`src/rtl/addsub_rr_scheduler.sv`:
```
// Round-robin scheduler sharing one ripple-carry add/sub among NUM_REQ requesters.
// Grant in IDLE, result on rsp_* two cycles later; no new grant while a response waits on rsp_ready.
module addsub_rr_scheduler #(
  parameter int SIZE    = 4,
  parameter int NUM_REQ = 4,
  localparam int ID_W   = (NUM_REQ > 1) ? $clog2(NUM_REQ) : 1
) (
  input  logic                    clk,
  input  logic                    rst,
  input  logic [NUM_REQ-1:0]      req_valid,
  output logic [NUM_REQ-1:0]      req_ready,
  input  logic [NUM_REQ*SIZE-1:0] req_a,
  input  logic [NUM_REQ*SIZE-1:0] req_b,
  input  logic [NUM_REQ-1:0]      req_sub,
  output logic                    rsp_valid,
  input  logic                    rsp_ready,
  output logic [ID_W-1:0]         rsp_id,
  output logic [SIZE-1:0]         rsp_s,
  output logic                    rsp_cout,
  output logic                    rsp_ovf
);

  typedef enum logic [1:0] {IDLE, EXEC, RESP} state_t;

  state_t            state;
  logic [ID_W-1:0]   ptr;
  logic [SIZE-1:0]   op_a;
  logic [SIZE-1:0]   op_b;
  logic              op_sub;
  logic [ID_W-1:0]   op_id;

  logic [NUM_REQ-1:0] grant;
  logic [ID_W-1:0]    grant_id;
  logic [ID_W-1:0]    sel;
  int                 idx;

  logic [SIZE-1:0]    b_x;
  logic [SIZE-1:0]    sum;
  logic [SIZE:0]      carry;

  // Scan starts just after the last winner, so the previous owner has lowest priority.
  always_comb begin
    grant    = '0;
    grant_id = '0;
    idx      = 0;
    sel      = '0;
    for (int k = 1; k <= NUM_REQ; k++) begin
      idx = (int'(ptr) + k) % NUM_REQ;
      sel = ID_W'(idx);
      if (grant == '0 && req_valid[sel]) begin
        grant[sel] = 1'b1;
        grant_id   = sel;
      end
    end
  end

  assign req_ready = (state == IDLE) ? grant : '0;

  // Shared ripple-carry chain: subtract is A + ~B + 1.
  always_comb begin
    b_x      = op_b ^ {SIZE{op_sub}};
    sum      = '0;
    carry    = '0;
    carry[0] = op_sub;
    for (int i = 0; i < SIZE; i++) begin
      sum[i]     = op_a[i] ^ b_x[i] ^ carry[i];
      carry[i+1] = (op_a[i] & b_x[i]) | (carry[i] & (op_a[i] ^ b_x[i]));
    end
  end

  always_ff @(posedge clk) begin
    if (rst) begin
      state     <= IDLE;
      ptr       <= ID_W'(NUM_REQ - 1);
      op_a      <= '0;
      op_b      <= '0;
      op_sub    <= 1'b0;
      op_id     <= '0;
      rsp_valid <= 1'b0;
      rsp_id    <= '0;
      rsp_s     <= '0;
      rsp_cout  <= 1'b0;
      rsp_ovf   <= 1'b0;
    end else begin
      case (state)
        IDLE: begin
          if (grant != '0) begin
            op_a   <= req_a[grant_id*SIZE +: SIZE];
            op_b   <= req_b[grant_id*SIZE +: SIZE];
            op_sub <= req_sub[grant_id];
            op_id  <= grant_id;
            ptr    <= grant_id;
            state  <= EXEC;
          end
        end
        EXEC: begin
          rsp_s     <= sum;
          rsp_cout  <= carry[SIZE];
          rsp_ovf   <= carry[SIZE] ^ carry[SIZE-1];
          rsp_id    <= op_id;
          rsp_valid <= 1'b1;
          state     <= RESP;
        end
        RESP: begin
          if (rsp_ready) begin
            rsp_valid <= 1'b0;
            state     <= IDLE;
          end
        end
        default: begin
          rsp_valid <= 1'b0;
          state     <= IDLE;
        end
      endcase
    end
  end

endmodule
```
`config.mk`:
```
export PLATFORM = sky130hd
export DESIGN_NAME = addsub_rr_scheduler
export DESIGN_NICKNAME = d
export VERILOG_FILES = /design/src/rtl/addsub_rr_scheduler.sv
export SDC_FILE = /design/constraint.sdc
export NUM_CORES = 1
export LEC_CHECK = 0
export CAP_MARGIN = 0
export CORE_MARGIN = 4
export CORE_UTILIZATION = 52
export CTS_CLUSTER_SIZE = 25
export DETAILED_ROUTE_END_ITERATION = 8
export GPL_TIMING_DRIVEN = 0
export PLACE_DENSITY = 0.86
export SLEW_MARGIN = 20
export SYNTH_ARGS = -nofsm -noshare
export SYNTH_HDL_FRONTEND = slang
export SYNTH_SLANG_ARGS = --single-unit
```
`constraint.sdc`:
```
create_clock -name clk -period 9 [get_ports clk]
set_clock_uncertainty 0.15 [all_clocks]
set_input_delay 1.35 -clock clk [delete_from_list [all_inputs] [get_ports clk]]
set_output_delay 1.35 -clock clk [all_outputs]
set_load 0.01 [all_outputs]
```
# Word level (Yosys, flattened, before mapping)
# Index checks and enable logic that the tools add are counted.
# classes
add_sub_neg	4
multipliers	0
div	0
order_cmp	9
n_eq_ne	4
n_shift	2
mux	32
n_bitwise	26
reduce_logical	15
# op_table
cell	count
variable part select 16 x 5 -> 4 bit	2
2-to-1 mux 4 bit	5
< comparator 2 x 3 -> 1 bit, second input constant	5
zero test 4 bit	3
2-to-1 mux 2 bit	6
OR 4 bit	3
binary-select mux 1 bit (select 2 bit)	5
2-to-1 mux 1 bit	10
bitwise XOR 1 bit	9
AND 1 bit	8
demux 1 bit (select 2 bit)	4
>= comparator 2 x 1 -> 1 bit, second input constant	4
logical AND 1 bit	7
one-hot mux 2 bit (3 select lines)	1
AND reduction 2 bit	3
adder 2 x 1 -> 2 bit, second input constant	2
adder 2 bit, second input constant	2
OR 1 bit	4
nonzero test 4 bit	1
bitwise XOR 4 bit	1
one-hot mux 1 bit (3 select lines)	1
== test 2 x 1 -> 1 bit, second input constant	1
== test 2 bit, second input constant	1
zero test 2 bit	1
3 further kinds	3
# word_totals
ff_bits	24
latch_bits	0
ramBits	0
mem_bits_ro	0
inputBits	43
output_inout_bits	13
word_cells	103
n_memories	0

# Longest topological paths before layout
# Gate-level depths: netlist (run 1).
# depth
word_depth	18
depth_mapped	13
mapped_depth_nobuf	10

# Worst setup path before layout (run 1)
# Ideal clock, no wire load.
# synth_path
path_type	in2out
from	input req_valid[2]
to	output req_ready[1]
t_arrival_ps	2936
t_required_ps	7500
setup_slack_ps	4564
cell_stages	6
path_buffers	0
path_cell_list	mux4_2 a21bo_4 o21ai_4 nor3_4 o31a_1 nor2_1
# synth_between
elab_chain_cells	13
elab_cells_between_ends	22
cone_classes	mux (13); bitwise (3); reduce/logical (6)
# synth_lines
item	line_no	source
from (decl)	10	input logic [NUM_REQ-1:0] req_valid,
binary-select mux 1 bit (select 2 bit)	50	if (grant == '0 && req_valid[sel]) begin
2-to-1 mux 1 bit (not written as such)	50	
2-to-1 mux 4 bit	50	
zero test 4 bit	50	
logical AND 1 bit	50	
2-to-1 mux 4 bit	50	
zero test 4 bit	50	
logical AND 1 bit	50	
2-to-1 mux 4 bit	50	
zero test 4 bit	50	
logical AND 1 bit	50	
2-to-1 mux 4 bit *	50	
2-to-1 mux 4 bit *	57	assign req_ready = (state == IDLE) ? grant : '0;
to (decl)	11	output logic [NUM_REQ-1:0] req_ready,
# Mark *: on every way between the ends. The rest lies on a longest branch, timed or not. The select of a mux whose other input is x is not followed.

# Final worst setup path (run 1)
# layout_path
from	input req_valid[3]
to	output req_ready[1]
# Same word-level chain as after synthesis.

==> impl_metrics.yaml, run 1 <==
drt:
  dr.pass1.iters: 4
  viasPerCell: 6.003
  post_drt_wl_per_cell_um: 15.25
  drt_iter0_markers: 124
  drc: 0
  totalWireLength_um: 4911
  ant_nets: 0
  vias: 1933
pwr:
  vdd_drop_max_mv: 0.2845
  p_total_mw: 1.090
  p_per_area_nw_per_um2: 404.7
  leakage_nw: 0.9683
global_routing:
  grt_pass1_wl_um: 8162
  grt_use_met1_pct: 26.36
  grt_use_total_pct: 19.85
  antenna_found_initial: 0
  grtUsageMet2_pct: 32.43
  busiest_layer: "met2"
  grt.overflow.total: 0
  grt_pass1_vias: 1801
  grt_use_met3_pct: 3.885
  grt_max_degree: 14
critical_path:
  worst_path_largest_cell_delay_ns: 0.61
  crit_buf_inv: 2
  path_max_fanout: 8
  crit_family: "buffers and inverters"
  criticalPathCategory: "in2out"
  worstPathArrival_ns: 4.01
  cp-end-kind: "output pin"
  crit_slowest_cell: "mux4_2"
  critPathLaunchType: "input port"
  path_cells: "clkdlybuf4s50_1 -> mux4_2 -> a21bo_4 -> o21ai_4 -> nor3_4 -> o31a_1 -> nor2_1 -> clkdlybuf4s50_1"
  required_ns: 7.50
  crit_top_cell: "clkdlybuf4s50_1"
sta:
  worstMarginPinSlew_ns: 0.6397
  fin_crit_sh_pct: 61.26
  finalSetupTns_ns: 0
  finalMaxSlewViolations: 0
  relSlewSlack_pct: 57.20
  hold_viol: 0
  period_needed_ns: 5.513
  fmax_mhz: 181.4
  rsz0062_at_grt: "false"
  setup-violations-final: 0
  setup_slack_ns: 3.487
  hold_ws_ns: 0.3325
finish:
  drive_gt1_share_pct: 14.96
  design_area_um2: 2693
  n_fill_cell: 311
  n_antenna_cell: 0
  final_net_count: 329
  utilization_pct: 72.46
  layoutNonFillerInstCount: 322
  syn2layout_area_growth_pct: 32.84
synth:
  yosysSeqAreaShare_pct: 23.70
  syn_inst: 215
  netlist_area_um2: 2027
  synth_edf_count: 0
  dominantRegCellSynth: "dfxtp_1"
  ys_warn_count: 0
  synth_area_leader_cell: "dfxtp_1"
  synth_nets: 269
  postSynthAreaPerCell_um2: 9.428
  async_flop_share_pct: 0
  ys_types: 53
  post-synth-top-area-fraction_pct: 23.70
  synth_seq_cells: 24
  synth_common_cells: "dfxtp_1, and2_1, nor2_1"
  yosysMostFrequentCell: "dfxtp_1"
  yosys-top-cells-area: "dfxtp_1, a221oi_2, and2_1"
min_path:
  hp-class: "reg2reg"
floorplanning:
  rows: 22
  ios: 56
  start_util_pct: 54.55
  die_width_um: 70.44
  die_area_um2: 4961
  core_um2: 3716
  die_h_um: 70.44
job:
  drv_cap: 0
clock_tree:
  cts_resized: 0
  h-tree-depth: 1
  cts_buffers: 3
  clockBufferDepth: 2
  cts.sinks: 24
  cts_tree: "built"
  cts_setup_buffers: 0
  clk_latency_ns: 0.27
  cts_root_buf: "clkbuf_8"
  cts_hold_buf: 0
  path_clk_slew_ns: 0.08
placed_design:
  dp_hpwl_um: 3955
  dp_cells: 318
  place_area_um2: 2638
  place_ws_ns: 3.497
  globalplace.congestion: 0.9497
  numPortBuffers: 55
run_status:
  status: "finished clean"
worst paths after layout:
path                     endpoint  slack [ns]  depth (start not counted)                  from
min          op_a[1]$_SDFFE_PP0P_        0.33                          2  op_a[1]$_SDFFE_PP0P_
max reg2reg  op_a[0]$_SDFFE_PP0P_        5.19                          9   ptr[1]$_SDFFE_PP1P_
max                  req_ready[1]        3.49                          8          req_valid[3]
min reg2reg  op_a[1]$_SDFFE_PP0P_        0.33                          2  op_a[1]$_SDFFE_PP0P_
tightest hold or removal path, cell delays in order (launching register included):
cell and delay, ns:
dfxtp_1 0.31, nand2_1 0.05, o32ai_1 0.07
sequential cells by signal (all words and copies together), names as in the netlist, 2 cells and up:
signal  flops
op_a        4
op_b        4
op_id       2
ptr         2
rsp_id      2
rsp_s       4
state       2
report_power, final:
part,switching (mW),internal [mW],leakage [nW]
logic,0.471,0.377,0.742
registers,0.0251,0.143,0.198
clock network,0.0335,0.0391,0.0288
placed cells by master (no fill, tap or decap), types with 2 or more instances in the layout:
cell type	n
clkdlybuf4s50_1	55
dfxtp_1	24
nor2_1	18
and2_1	18
nand2_1	13
inv_1	10
a221oi_1	10
a221oi_2	9
o32ai_1	9
a21oi_1	8
ha_1	8
a211oi_1	7
nor3_1	7
clkbuf_1	6
xnor2_1	5
mux2i_1	4
clkbuf_8	4
buf_6	3
mux4_2	3
o211a_1	3
o31ai_1	3
o21a_1	3
fa_1	3
a21boi_2	2
mux2_2	2
o21ai_2	2
a222oi_1	2
buf_4	2
a22o_1	2
a31oi_1	2
o31a_1	2
o21ai_0	2
layer usage:
metal | vias to the layer above | share of wire, %
met1 | 906 | 44
met4 | 0 | 2.1
met3 | 8 | 6.1
met5 | - | 0
li1 | 947 | -
met2 | 72 | 47
layout make-up:
class | instances | area [um^2] | area share, %
Buffer | 13 | 96.34 | 3.578
Clock buffer | 4 | 55.05 | 2.045
Multi-Input combinational cell | 168 | 1413 | 52.46
Timing Repair Buffer | 55 | 550.5 | 20.45
Inverter | 10 | 37.54 | 1.394
Sequential cell | 24 | 480.5 | 17.84
Tap cell | 48 | 60.06 | 2.230
logic make-up (layout without fill, tap and decap cells):
family                   after synthesis  in the layout  share of synthesized area (%)
flip-flops                            24             24                          23.70
AO/OA/AOI/OAI                         77             77                          36.11
XOR/XNOR                               5              5                          2.160
adder cells (fa/ha/maj)               11             11                          7.902
AND/OR/NAND/NOR                       66             66                          17.10
buffers and inverters                 23             82                          6.605
multiplexers                           9              9                          6.420
No activity file was read; power rests on OpenSTA's default activity.
==> run 2, diff against run 1 <==
--- a/config.mk
+++ b/config.mk
@@ -7,11 +7,11 @@
 export LEC_CHECK = 0
 export CAP_MARGIN = 0
 export CORE_MARGIN = 4
-export CORE_UTILIZATION = 52
+export CORE_UTILIZATION = 49
 export CTS_CLUSTER_SIZE = 25
 export DETAILED_ROUTE_END_ITERATION = 8
 export GPL_TIMING_DRIVEN = 0
-export PLACE_DENSITY = 0.86
+export PLACE_DENSITY = 0.81
 export SLEW_MARGIN = 20
 export SYNTH_ARGS = -nofsm -noshare
 export SYNTH_HDL_FRONTEND = slang
==> constraint.sdc (replaced) <==
create_clock -name clk -period 5.7 [get_ports clk]
set_clock_uncertainty 0.15 [all_clocks]
set_input_delay 0.855 -clock clk [delete_from_list [all_inputs] [get_ports clk]]
set_output_delay 0.855 -clock clk [all_outputs]
set_load 0.01 [all_outputs]
==> run 2 against run 1 <==
Compared with the run above:
- setup slack worse by 2.3 ns
- non-clock buffer count stayed put
- power is 62% higher
- via count is 0.62% higher
- die area is 5.4% higher
- utilization is 4.7 points lower
- cell area is 0.70% higher
- combinational power is 60% higher
- largest cell class unchanged
==> impl_metrics.yaml, run 2 (synthesis results as in run 1) <==
run_status:
  status: "finished clean"
critical_path:
  crit_buf_inv: 2
  required_ns: 4.70
  crit_family: "compound AO/OA/AOI/OAI gates"
  crit_slowest_cell: "dfxtp_1"
  criticalPathCategory: "reg2out"
  worst_path_largest_cell_delay_ns: 0.59
  worstPathArrival_ns: 3.54
  path_cells: "inv_1 -> ha_1 -> mux4_2 -> a21bo_4 -> o21ai_4 -> nor3_4 -> o31a_1 -> nor2_1 -> clkdlybuf4s50_1"
  path_max_fanout: 9
  r2r_slack_ns: 1.80
  critPathLaunchType: "flip-flop"
  cp-end-kind: "output pin"
clock_tree:
  cts_hold_buf: 0
  path_clk_slew_ns: 0.08
  cts_setup_buffers: 0
  clockBufferDepth: 2
  cts_tree: "built"
  clk_latency_ns: 0.26
  cts_resized: 0
  cts_root_buf: "clkbuf_8"
  h-tree-depth: 1
  cts_buffers: 3
  cts.sinks: 24
placed_design:
  numPortBuffers: 55
  dp_cells: 320
  globalplace.congestion: 0.8704
  place_ws_ns: 1.187
  place_area_um2: 2640
  dp_hpwl_um: 3855
min_path:
  hp-class: "reg2reg"
floorplanning:
  die_h_um: 72.32
  core_um2: 4000
  ios: 56
  start_util_pct: 50.67
  rows: 23
  die_width_um: 72.32
  die_area_um2: 5229
finish:
  syn2layout_area_growth_pct: 33.77
  layoutNonFillerInstCount: 324
  drive_gt1_share_pct: 14.96
  reg_top3: "op_a x4, op_b x4, rsp_s x4"
  design_area_um2: 2711
  final_net_count: 329
  final_common_cell: "clkdlybuf4s50_1"
  utilization_pct: 67.78
  final_cell_mix: "clkdlybuf4s50_1, dfxtp_1, nor2_1, and2_1, nand2_1"
  n_fill_cell: 334
  n_antenna_cell: 0
sta:
  setup_slack_ns: 1.153
  period_needed_ns: 4.547
  rsz0062_at_grt: "false"
  worstMarginPinSlew_ns: 0.6347
  hold_viol: 0
  fin_crit_sh_pct: 79.77
  fmax_mhz: 219.9
  setup-violations-final: 0
  finalMaxSlewViolations: 0
  finalSetupTns_ns: 0
  relSlewSlack_pct: 57.53
pwr:
  vdd_drop_max_mv: 0.3720
  p_per_area_nw_per_um2: 652.4
  leakage_nw: 0.9753
drt:
  totalWireLength_um: 5067
  drc: 0
  viasPerCell: 6.003
  ant_nets: 0
  drt_iter0_markers: 115
  dr.pass1.iters: 5
  post_drt_wl_per_cell_um: 15.64
  vias: 1945
job:
  drv_cap: 0
global_routing:
  grt_max_degree: 15
  grt_pass1_vias: 1853
  grt_pass1_wl_um: 8349
  grt.overflow.total: 0
  antenna_found_initial: 0
  grt_use_total_pct: 19.48
## run 2: worst paths after layout
| path | depth (start not counted) | endpoint | start |
|---|---|---|---|
| max reg2reg | 11 | op_b[0]$_SDFFE_PP0P_ | ptr[1]$_SDFFE_PP1P_ |
| max | 9 | req_ready[1] | ptr[1]$_SDFFE_PP1P_ |
| min reg2reg | 2 | op_a[2]$_SDFFE_PP0P_ | op_a[2]$_SDFFE_PP0P_ |
| min | 2 | op_a[2]$_SDFFE_PP0P_ | op_a[2]$_SDFFE_PP0P_ |
## run 2: final cells by class
cell class              count  area [um^2]  share of cell area [%]
plain buffers              13        96.34                   3.553
flip-flops and latches     24        480.5                   17.72
clock buffers               3        41.29                   1.523
clock inverters             1        30.03                   1.108
multi-input cells         168         1413                   52.10
repair buffers             55        550.5                   20.30
inverters                  10        37.54                   1.384
well taps                  50        62.56                   2.307
## run 2: per-stage QoR
| step | hold slack [ns] | power [mW] |
|---|---|---|
| 2_1_floorplan | 0.3013 | 1.284 |
| 3_3_place_gp | 0.3179 | 1.587 |
| 3_5_place_dp | 0.3175 | 1.605 |
| 4_1_cts | 0.3410 | 1.759 |
| 5_1_grt | 0.3707 | 1.899 |
| 6_report | 0.3397 | 1.769 |
## run 2: routing by layer
metal  global-route usage [%]  up-vias  routed length (um)
met3                    4.432        7                 399
met2                    29.93       75                2240
met1                    28.13      904                2380
met5                        0        -                   0
met4                    3.549        0                  46
li1                         -      959                   -
## run 2: power breakdown
group	switching [mW]	total [mW]	internal [mW]
Combinational	0.759	1.36	0.597
Clock	0.0520	0.146	0.0938
Sequential	0.0422	0.268	0.226
## run 2: tightest hold or removal path, cell delays in order, from the launching register on
cell,delay [ns]
dfxtp_1,0.31
nand2_1,0.06
o32ai_1,0.07
==> edit 1 (config.mk and constraints of run 1) <==
Put one more register stage on the output `rsp_ovf`, without a reset. The value now appears one clock later. The other outputs are not delayed to match.
--- a/src/rtl/addsub_rr_scheduler.sv
+++ b/src/rtl/addsub_rr_scheduler.sv
@@ -23,2 +23,4 @@
   typedef enum logic [1:0] {IDLE, EXEC, RESP} state_t;
+
+  logic rsp_ovf_s0;
 
@@ -82,3 +84,3 @@
       rsp_cout  <= 1'b0;
-      rsp_ovf   <= 1'b0;
+      rsp_ovf_s0 <= 1'b0;
     end else begin
@@ -98,3 +100,3 @@
           rsp_cout  <= carry[SIZE];
-          rsp_ovf   <= carry[SIZE] ^ carry[SIZE-1];
+          rsp_ovf_s0 <= carry[SIZE] ^ carry[SIZE-1];
           rsp_id    <= op_id;
@@ -117,2 +119,6 @@
 
+  always_ff @(posedge clk) begin
+    rsp_ovf <= rsp_ovf_s0;
+  end
+
 endmodule
Formal check against the unedited RTL: not equivalent (Yosys sat finds a counterexample within 4 cycles, from zero or initial values and one cycle with rst high).
==> edit 1 against run 1 <==
Synthesized area increased by 0.99%. Register-to-register slack worse by 20 ps. Largest cell class unchanged. Critical path type unchanged. Setup slack got worse by 30 ps. Combinational power is 0.6% lower. Routed wire length shrank 1.4%. Power shrank 0.64%. Sequential cell count rose by 1. Cell count grew 0.31%. Cell area increased by 0.37%.
==> edit 1: results (changes against run 1) <==
===========================================================================================
Status                                                                         finished, final reports clean
Synth cell count leaders                                                       25 x dfxtp_1, 18 x and2_1, 18 x nor2_1
Post-CTS Setup Bufs                                                                       0   unchanged
Maximum VDD drop                                                                0.0002662 V   -6.4%
Nets@finish                                                                             330   +0.30%
Portion of the post-synthesis area used by sequential elements                       24.45%   +0.75 points
Capturing point of the worst reg2reg path                                           op_a[1]
Number of cells traversed by the worst hold path                                          0   -2
Instance count of the mapped netlist                                                    216   +0.47%
Detailed Routing Iterations Pass 1                                                        5   +1
Post-synthesis adder-cell area fraction                                              7.824%   -0.077 points
Total wirelength of the detailed-routed design                                     4.844 mm   -1.4%
Startpoint of the most critical hold path                                        rsp_ovf_s0
Synth area leaders                                                             dfxtp_1 24%, a221oi_2 6.6%, and2_1 5.5%
Share of final-layout standard cells stronger than drive strength 1                  14.55%   -0.42 points
Global-route wire length before repair                                             8.487 mm   +4.0%
Cell count after placement                                                              319   +0.31%
Critical-path maximum fanout                                                              8   unchanged
WL/cell                                                                            15.00 um   -1.7%
Average vias per placed instance                                                      5.873   -2.2%
Overall track demand over capacity in global routing                                 19.98%   +0.13 points
Compound-gate portion of the synthesized area                                        35.76%   -0.35 points
Count of unique library cells instantiated by Yosys                                      53   unchanged
IO buf count                                                                             55   unchanged
Number of design-rule violations left by the first detailed-router iteration            197   +59%
Arrival time at the worst endpoint                                                  4040 ps   +30 ps
Leakage component of the power                                                    0.9705 nW   +0.23%
Net count of the mapped netlist                                                         270   +0.37%
Placed wire-length estimate after detailed placement                               3.962 mm   +0.18%
Hold Path Sink                                                                      rsp_ovf
Via count of the first global-routing pass                                            1,882   +4.5%
Mux cell area share after synthesis                                                  6.357%   -0.063 points
Remaining max-slew budget at the tightest pin                                        60.81%   +3.6 points
Depth of the worst register-to-register path                                             11   +2
Xor/xnor share of the synthesized area                                               2.139%   -0.021 points
Last weighted congestion value of the routability-driven placer                      0.9500   about the same
Clock transition at the registers of the reported paths                               80 ps   about the same
===========================================================================================
==> edit 1: cell families after synthesis <==
kind of cell,Yosys count
AOI/OAI and AO/OA,77
and+or+nand+nor,66
muxes,9
xor gates and xnor gates,5
adders and majority gates,11
DFF,25
buffers and inverters,23
==> edit 1: worst max-delay path, delay by kind of cell <==
family                 cells  cell delay [ps]
AOI/OAI and AO/OA          3              850
buffers and inverters      2             1020
muxes                      1              620
and+or+nand+nor            2              200
==> edit 1: worst max-delay path by stage <==
stage	to	slack, ps	depth (start not counted)	startpoint
2_1_floorplan	req_ready[1]	4560	6	req_valid[2]
3_3_place_gp	req_ready[1]	3510	8	req_valid[3]
3_5_place_dp	req_ready[1]	3470	8	req_valid[3]
4_1_cts	req_ready[1]	3460	8	req_valid[3]
5_1_grt	req_ready[2]	3320	8	req_valid[3]
6_report	req_ready[1]	3460	8	req_valid[3]
==> edit 1: stage by stage <==
stage,instance area [um2],setup slack [ps],hold WS (ps),power [mW],util (%)
2_1_floorplan,2047,4564,181.4,0.8192,-
3_3_place_gp,2658,3509,192.1,0.9999,70.99
3_5_place_dp,2658,3466,194.2,1.014,70.99
4_1_cts,2703,3463,215.5,1.079,72.19
5_1_grt,2703,3323,229.5,1.176,72.19
6_report,2703,3457,214.2,1.083,72.19
==> edit 1: final cells by class <==
cell class                      instances  area [um2]
Fill cell                             322        1041
Inverter                               10       37.54
Tap cell                               48       60.06
Timing Repair Buffer                   55       550.5
Sequential cell                        25       500.5
Buffer                                 13       96.34
Clock buffer                            4       45.04
Multi-Input combinational cell        168        1413
==> edit 1: power by group <==
part | total, mW | switching (mW) | leakage, nW | internal, mW
registers | 0.174 | 0.0255 | 0.206 | 0.149
logic | 0.844 | 0.466 | 0.742 | 0.378
clock network | 0.0645 | 0.0329 | 0.0228 | 0.0316
total | 1.08 | 0.525 | 0.971 | 0.558
==> edit 1: routing by layer <==
metal	track usage (%)	wire [um]	share of wire, %	vias up
li1	-	-	-	951
met3	3.977	371	7.7	8
met4	6.472	108	2.2	0
met2	31.72	2220	46	78
met1	27.23	2143	44	860
met5	0	0	0	-
==> edit 2 (settings of run 1) <==
Made on the original files. `SIZE`: 4 -> 8.
--- a/src/rtl/addsub_rr_scheduler.sv
+++ b/src/rtl/addsub_rr_scheduler.sv
@@ -3,3 +3,3 @@
 module addsub_rr_scheduler #(
-  parameter int SIZE    = 4,
+  parameter int SIZE    = 8,
   parameter int NUM_REQ = 4,
Interface: changed (resized req_a, req_b and rsp_s); port bits go from 56 to 92. The function was not compared with the original's and may differ.
==> edit 2 against run 1 <==
Synthesized cell count rose by 75%. Sequential cell count up 12. Core utilization shrank 0.54 points. Register-to-register slack got worse by 1500 ps. Setup slack got worse by 810 ps. Power is 57% higher. Routed wire length up 100%. Synthesized area grew 56%. First-iteration DRC count is 150% higher. Cell area rose by 58%. Clock power increased by 64%. Via count increased by 81%. Sequential share of layout area decreased by 0.92 points.
==> edit 2: results (changes against run 1) <==
===========================================================================================
Cell Area, Placed                                                                  4165 um2   +58%
Net count of the mapped netlist                                                         466   +73%
Most area-hungry cell type in the Yosys netlist                                     dfxtp_1
Maximum VDD drop                                                                0.0002125 V   -25%
Number of antenna violations at the first check in global routing                         0   unchanged
Depth of the worst register-to-register path                                             16   +7
Most utilized layer in the global route result                                         met2
Syn. warnings                                                                             0   unchanged
Average vias per placed instance                                                      6.375   +6.2%
TritonCTS Buffers                                                                         5   +2
Largest registers                                                              op_a: 8 flops, op_b: 8 flops, rsp_s: 8 flops
Clock network latency to the later pin of the worst-skew pair                        290 ps   +20 ps
Synth cell count leaders                                                       36 x dfxtp_1, 35 x a221oi_1, 35 x nor2_1
Number of design-rule violations left by the first detailed-router iteration            306   +150%
Placed wire-length estimate after detailed placement                               7.706 mm   +95%
Synth area leaders                                                             dfxtp_1 23%, a221oi_1 9.7%, a22o_1 4.7%
Startpoint of the most critical register-to-register path                            ptr[0]
Worst min path class                                                                reg2reg
Maximum number of pins on one net before global-route repair                             14   unchanged
GRT met3 Usage                                                                       3.458%   -0.43 points
Overall track demand over capacity in global routing                                 25.87%   +6.0 points
Crit path capture                                                              req_ready[2]
Min Hold Slack                                                                     310.0 ps   -22.49 ps
Maximum clock path buffer count                                                           2   unchanged
Critical-path maximum fanout                                                             13   +5
Count of unique library cells instantiated by Yosys                                      51   -3.8%
Share of final-layout standard cells stronger than drive strength 1                  9.494%   -5.5 points
Startpoint of the most critical hold path                                          rsp_cout
Minimum setup slack in the final design                                             2676 ps   -811.0 ps
Pre-CTS setup slack                                                                 3078 ps   -418.9 ps
Capturing point of the worst reg2reg path                                           op_b[5]
WL/cell                                                                            18.07 um   +18%
Seq. pwr                                                                             260 uW   +55%
Resized Gates After CTS                                                                   0   unchanged
Last weighted congestion value of the routability-driven placer                      0.8914   -6.1%
Fraction of met1 tracks used by global routing                                       34.75%   +8.4 points
Power Combinational                                                                 1.33 mW   +57%
CTS Root Cell                                                                      clkbuf_8
R2R Setup Slk                                                                       3740 ps   -1450 ps
Slew @ Worst Pin                                                                   753.4 ps   +113.7 ps
Via count of the first global-routing pass                                            3,255   +81%
Global-route wire length before repair                                             15.41 mm   +89%
Leakage component of the power                                                     1.508 nW   +56%
Global-route met2 utilization                                                        42.89%   +10 points
Maximum cell stage delay along the critical path                                     610 ps   about the same
Nets@finish                                                                             563   +71%
Detailed Routing Iterations Pass 1                                                        7   +3
H-Tree Level Count                                                                        2   +1
Number of cells traversed by the worst hold path                                          2   unchanged
Hold Path Sink                                                                     rsp_cout
Portion of the post-synthesis area used by sequential elements                       22.73%   -0.97 points
Sw Share                                                                             52.68%   +4.0 points
Share of synthesized registers carrying an async set or reset                            0%   unchanged
Status                                                                         finished, final reports clean
Number of diodes added for antenna fixing                                                 0   unchanged
Arrival time at the worst endpoint                                                  4820 ps   +810 ps
Cell with the biggest individual delay on the critical path                        clkbuf_1
Critical Path Start Type                                                           register
IO buf count                                                                             90   +64%
===========================================================================================
## edit 2: kinds of logic after synthesis
group	Yosys count	share of synthesized area [%]
AOI/OAI and AO/OA	145	36.31
xor gates and xnor gates	10	2.763
adders and majority gates	15	7.577
buffers and inverters	43	5.919
DFF	36	22.73
muxes	11	5.367
and+or+nand+nor	116	19.34
## edit 2: metrics by stage
stage          power (mW)  std cells
2_1_floorplan       1.208        376
3_3_place_gp        1.533        541
3_5_place_dp        1.571        541
4_1_cts             1.694        549
5_1_grt             1.849        549
6_report            1.710        549
## edit 2: cell type report
type	instances	area, um2
Inverter	11	41.29
Fill cell	487	1663
Clock inverter	2	10.01
Buffer	32	146.4
Sequential cell	36	720.7
Tap cell	75	93.84
Multi-Input combinational cell	297	2262
Clock buffer	6	82.58
Timing Repair Buffer	90	900.9
## edit 2: per-layer routing
layer / part of all wire, % / vias up
li1: - / 1642
met1: 43 / 1662
met2: 48 / 174
met3: 7.2 / 22
met4: 2.2 / 0
met5: 0 / -
